File: src/rtl/sa_strictsync_req_sched.sv
// Round-robin scheduler that serializes per-requester pending events onto one
// 4-phase req/ack crossing, with completion pulses, overflow and timeout flags.
module sa_strictsync_req_sched #(
    parameter int NREQ      = 4,
    parameter int IDW       = 2,
    parameter int CNT_W     = 3,
    parameter int TO_CYCLES = 64
) (
    input  logic            CLK,
    input  logic            CLRN,
    input  logic            ENABLE,
    input  logic [NREQ-1:0] REQ_PULSE,
    input  logic            XFER_ACK,
    input  logic            ERR_CLR,
    output logic            XFER_REQ,
    output logic [IDW-1:0]  XFER_ID,
    output logic            BUSY,
    output logic [NREQ-1:0] PEND,
    output logic [NREQ-1:0] DONE,
    output logic [NREQ-1:0] OVF,
    output logic            TIMEOUT_ERR
);

    localparam int TW = $clog2(TO_CYCLES);
    localparam logic [CNT_W-1:0] CNT_MAX = '1;
    localparam logic [TW-1:0]    TO_LAST = TW'(TO_CYCLES - 1);

    typedef enum logic [1:0] {IDLE, REQ_HI, ACK_LO, ABORT} state_t;

    state_t                     state_q, state_d;
    logic [NREQ-1:0][CNT_W-1:0] cnt_q, cnt_d;
    logic [IDW-1:0]             last_grant_q, last_grant_d;
    logic [TW-1:0]              timer_q, timer_d;
    logic                       xfer_req_q, xfer_req_d;
    logic [IDW-1:0]             xfer_id_q, xfer_id_d;
    logic [NREQ-1:0]            done_q, done_d;
    logic [NREQ-1:0]            ovf_q, ovf_d;
    logic                       to_err_q, to_err_d;

    logic [NREQ-1:0] pend;
    logic [NREQ-1:0] grant;
    logic [NREQ-1:0] ovf_set;
    logic            to_set;
    logic            found;
    logic [IDW-1:0]  winner;
    logic [IDW-1:0]  idx;

    always_comb begin
        for (int i = 0; i < NREQ; i++) pend[i] = (cnt_q[i] != '0);
    end

    // Scan starts one past the last grant so every requester gets a turn.
    always_comb begin
        found  = 1'b0;
        winner = '0;
        idx    = '0;
        for (int k = 1; k <= NREQ; k++) begin
            idx = IDW'((int'(last_grant_q) + k) % NREQ);
            if (!found && pend[idx]) begin
                found  = 1'b1;
                winner = idx;
            end
        end
    end

    always_comb begin
        state_d      = state_q;
        timer_d      = timer_q;
        xfer_req_d   = xfer_req_q;
        xfer_id_d    = xfer_id_q;
        last_grant_d = last_grant_q;
        done_d       = '0;
        grant        = '0;
        to_set       = 1'b0;
        ovf_set      = '0;
        cnt_d        = cnt_q;

        case (state_q)
            IDLE: begin
                // A stale ack still high from the last handshake blocks grants.
                if (ENABLE && found && !XFER_ACK) begin
                    state_d       = REQ_HI;
                    xfer_req_d    = 1'b1;
                    xfer_id_d     = winner;
                    last_grant_d  = winner;
                    grant[winner] = 1'b1;
                    timer_d       = '0;
                end
            end
            REQ_HI: begin
                if (XFER_ACK) begin
                    state_d    = ACK_LO;
                    xfer_req_d = 1'b0;
                    timer_d    = '0;
                end else if (timer_q == TO_LAST) begin
                    state_d    = ABORT;
                    xfer_req_d = 1'b0;
                    to_set     = 1'b1;
                end else begin
                    timer_d = timer_q + TW'(1);
                end
            end
            ACK_LO: begin
                if (!XFER_ACK) begin
                    state_d           = IDLE;
                    done_d[xfer_id_q] = 1'b1;
                end else if (timer_q == TO_LAST) begin
                    state_d = ABORT;
                    to_set  = 1'b1;
                end else begin
                    timer_d = timer_q + TW'(1);
                end
            end
            default: begin
                xfer_req_d = 1'b0;
                if (!XFER_ACK) state_d = IDLE;
            end
        endcase

        for (int i = 0; i < NREQ; i++) begin
            if (REQ_PULSE[i] && !grant[i]) begin
                if (cnt_q[i] == CNT_MAX) ovf_set[i] = 1'b1;
                else                     cnt_d[i]   = cnt_q[i] + CNT_W'(1);
            end else if (!REQ_PULSE[i] && grant[i]) begin
                cnt_d[i] = cnt_q[i] - CNT_W'(1);
            end
        end

        // Set events win over a simultaneous clear.
        ovf_d    = (ERR_CLR ? '0 : ovf_q) | ovf_set;
        to_err_d = (to_err_q && !ERR_CLR) || to_set;
    end

    always_ff @(posedge CLK or negedge CLRN) begin
        if (!CLRN) begin
            state_q      <= IDLE;
            cnt_q        <= '0;
            last_grant_q <= IDW'(NREQ - 1);
            timer_q      <= '0;
            xfer_req_q   <= 1'b0;
            xfer_id_q    <= '0;
            done_q       <= '0;
            ovf_q        <= '0;
            to_err_q     <= 1'b0;
        end else begin
            state_q      <= state_d;
            cnt_q        <= cnt_d;
            last_grant_q <= last_grant_d;
            timer_q      <= timer_d;
            xfer_req_q   <= xfer_req_d;
            xfer_id_q    <= xfer_id_d;
            done_q       <= done_d;
            ovf_q        <= ovf_d;
            to_err_q     <= to_err_d;
        end
    end

    assign XFER_REQ    = xfer_req_q;
    assign XFER_ID     = xfer_id_q;
    assign BUSY        = (state_q != IDLE);
    assign PEND        = pend;
    assign DONE        = done_q;
    assign OVF         = ovf_q;
    assign TIMEOUT_ERR = to_err_q;

endmodule

File: config.mk
export PLATFORM = sky130hd
export DESIGN_NAME = sa_strictsync_req_sched
export DESIGN_NICKNAME = d
export VERILOG_FILES = /design/src/rtl/sa_strictsync_req_sched.sv
export SDC_FILE = /design/constraint.sdc
export NUM_CORES = 1
export LEC_CHECK = 0
export ABC_AREA = 1
export CORE_MARGIN = 1
export CORE_UTILIZATION = 31
export CTS_BUF_LIST = sky130_fd_sc_hd__clkbuf_16
export DETAILED_ROUTE_END_ITERATION = 10
export PLACE_DENSITY = 0.52
export SLEW_MARGIN = 20
export SYNTH_ARGS = -nofsm -noshare
export SYNTH_HDL_FRONTEND = slang
export SYNTH_SLANG_ARGS = --single-unit
File: constraint.sdc
create_clock -name CLK -period 2.9 [get_ports CLK]
set_clock_uncertainty 0.1 [all_clocks]
set_input_delay 0.87 -clock CLK [delete_from_list [all_inputs] [get_ports CLK]]
set_output_delay 0.87 -clock CLK [all_outputs]
set_load 0.01 [all_outputs]
==> reports/metrics.cfg <==
[synthesis]
synth_area_um2 = 2190
yosys.area_share.adder_pct = 6.50
yosys.area.top_type = dfrtp_1
ys_types = 32
synth_area_leaders = dfrtp_1 (37%), nand2_1 (9.9%), nand3_1 (7.5%)
yosysMostFrequentCell = nand2_1
ys_seq_area_share_pct = 38.9
synth_top_family_by_area = simple AND/OR/NAND/NOR gates
syn_inst = 268
synth_edf_count = 0
ys_warn_count = 0
synth_commonest_cells = nand2_1 (58), inv_1 (38), nand3_1 (33)
synth_compound_area_share_pct = 8.73
yosys_register_bits = 34
synth-simple-area-share_pct = 34.7
yosys.area_share.xor_xnor_pct = 3.48
synth_top_area_share_pct = 36.5
synth_top_flop_cell = dfrtp_1
syn_avg_cell_area_um2 = 8.18
ys_async_sr_fraction_pct = 100
muxShareOfSynthArea_pct = 0
synth_nets = 286

[drt]
drt_wl_total_mm = 4.56
drc = 0
final_antenna_net_count = 0
firstDrtPassIters = 4
drt_iter0_drc = 79
wl_per_cell_um = 11.3
post_drt_via_cell_ratio = 4.49
vias = 1808

[place]
place.gp.congestion = 0.788
hpwlAfterDp_mm = 3.44
io_buffer_count = 25
pre_cts_ws_ns = -0.00946
placedCellCount = 395

[min_path]
min_path_type = flop to flop

[clocking]
cts_resized = 0
cts_hold_buf = 0
clkTransAtPathRegs_ns = 0.06
clockBufferDepth = 2
clock_latency_ns = 0.28
numCtsBuffers = 5
cts_sinks = 34
cts_tree = done
postCtsSetupBuffers = 0
h-tree-depth = 2
cts_root_buffer = clkbuf_16

[timing]
worst_pin_slew_ns = 0.470
fmax_ghz = 0.374
maxSlewHeadroom_pct = 68.7
grt_setup_unrepaired = false
min_period_ns = 2.68
hold_viol = 0
setup_viol = 0
finalMaxSlewViolations = 0
fin_ws_ns = 0.225
post-route-period-util_pct = 92.2

[grt]
antenna_found_initial = 0
grt_usage_pct = 13.9
grt_pass1_vias = 1797
overflow = 0
grt_max_degree = 35
grt_first_pass_wirelength_mm = 8.08

[power]
p_leak_nw = 1.31
power.total_mw = 2.96
power.density_nw_per_um2 = 1080
ir_drop_v = 0.000418

[worst_setup_path]
crit_type = flop to flop
critPathLaunchType = flop
slowest_delay_ns = 0.62
crit_buf_inv = 2
worst_path_max_delay_cell = dfstp_2
arrival_ns = 2.75
worstSetupEndpointType = flop
worstPathRequired_ns = 2.97
crit_family = simple AND/OR/NAND/NOR gates
path_common_cell = nand2_2
crit_chain = inv_2 > nand2_2 > nand2_2 > nand3_2 > nand2_4 > nor2_4 > nand4_1 > nand2_2 > inv_2 > nand3_2 > nand2_1 > fa_1 > nand3b_1 > nand4_1 > nand2_1
cp_max_fo = 9

[cells_and_area]
final_util_pct = 40.3
diodes = 0
fin_nets = 324
synthToLayoutAreaGrowth_pct = 25.5
instances_no_fill = 403
layout-drive-gt1-share_pct = 16.6

[floorplan]
die_width_um = 86.1
start_util_pct = 32.1
core_region_area_um2 = 6830
die_area_um2 = 7420
fp.dieH_um = 86.1
io_pins = 26
placementRows = 30

[flow_run]
max_cap_violations = 0

[status]
status = complete, no violations

## placed cells by master, fill, tap and decap left out, drive strengths merged, types with 2 or more instances in the layout
cell	count
o22ai	5
dfstp	2
nor2	20
buf	6
clkbuf	5
ha	5
dfrtp	32
a21oi	6
a221oi	2
o21ai	13
nand3	38
nand2	70
nand4	8
inv	45
xor2	6
fa	4
nor3	4
clkdlybuf4s50	25
clkinv	2
## per-stage QoR
step / instance area, um^2 / hold WS [ns] / TNS, ns
2_1_floorplan: 2190 / 0.362 / 0
4_1_cts: 2750 / 0.389 / 0
3_3_place_gp: 2610 / 0.370 / -0.00230
5_1_grt: 2750 / 0.425 / 0
3_5_place_dp: 2610 / 0.381 / -0.0220
6_report: 2750 / 0.392 / 0
## path summary, 6_finish.rpt
check	startpoint	end	slack [ns]	depth (start not counted)
worst max-delay path	last_grant_q[0]	cnt_q[2]	0.22	15
worst min-delay path	XFER_ID[0]	DONE[0]	0.39	1
worst max register to register	last_grant_q[0]	cnt_q[2]	0.22	15
worst min register to register	XFER_ID[0]	DONE[0]	0.39	1
max in group asynchronous	CLRN	last_grant_q[0]	1.44	2
min in group asynchronous	CLRN	cnt_q[2]	0.91	2
## power by group
part	internal (mW)	leakage, nW	switching (mW)
Clock	0.313	0.0672	0.203
Sequential	0.662	0.430	0.198
Combinational	0.620	0.815	0.963
## flip-flops by register name, summed over array words and instances (netlist names)
signal        count
XFER_REQ          1
last_grant_q      2
XFER_ID           2
TIMEOUT_ERR       1
DONE              4
cnt_q            12
timer_q           6
state_q           2
OVF               4
## worst register-to-register path, stage by stage (launching register included)
cell and delay, ns:
dfstp_2 0.62, inv_2 0.12, nand2_2 0.08, nand2_2 0.07, nand3_2 0.10, nand2_4 0.07
nor2_4 0.13, nand4_1 0.10, nand2_2 0.17, inv_2 0.09, nand3_2 0.08, nand2_1 0.10
fa_1 0.39, nand3b_1 0.19, nand4_1 0.10, nand2_1 0.06
## logic make-up (layout without fill, tap and decap cells)
| family | count (synthesis) | after routing |
|---|---|---|
| XOR/XNOR | 7 | 7 |
| adder cells (fa/ha/maj) | 9 | 9 |
| flip-flops | 34 | 34 |
| buffers and inverters | 45 | 84 |
| AND/OR/NAND/NOR | 142 | 142 |
| AO/OA/AOI/OAI | 31 | 31 |
## area by class of cell
cell class / instances / area, um^2
Clock buffer: 5 / 125
Clock inverter: 3 / 16.3
Multi-Input combinational cell: 189 / 1170
Sequential cell: 34 / 853
Tap cell: 96 / 120
Timing Repair Buffer: 31 / 295
Fill cell: 721 / 4080
Inverter: 45 / 169
## metal layers
layer | global-route usage [%] | share of wire (%) | up-vias | wire length (um)
met5 | 0 | 0 | - | 0
met4 | 5.00 | 1.2 | 0 | 53
met3 | 2.98 | 4.3 | 5 | 197
met2 | 21.9 | 44 | 40 | 2020
met1 | 18.9 | 50 | 816 | 2290
li1 | - | - | 947 | -
Power figures use the tool's default switching activity.
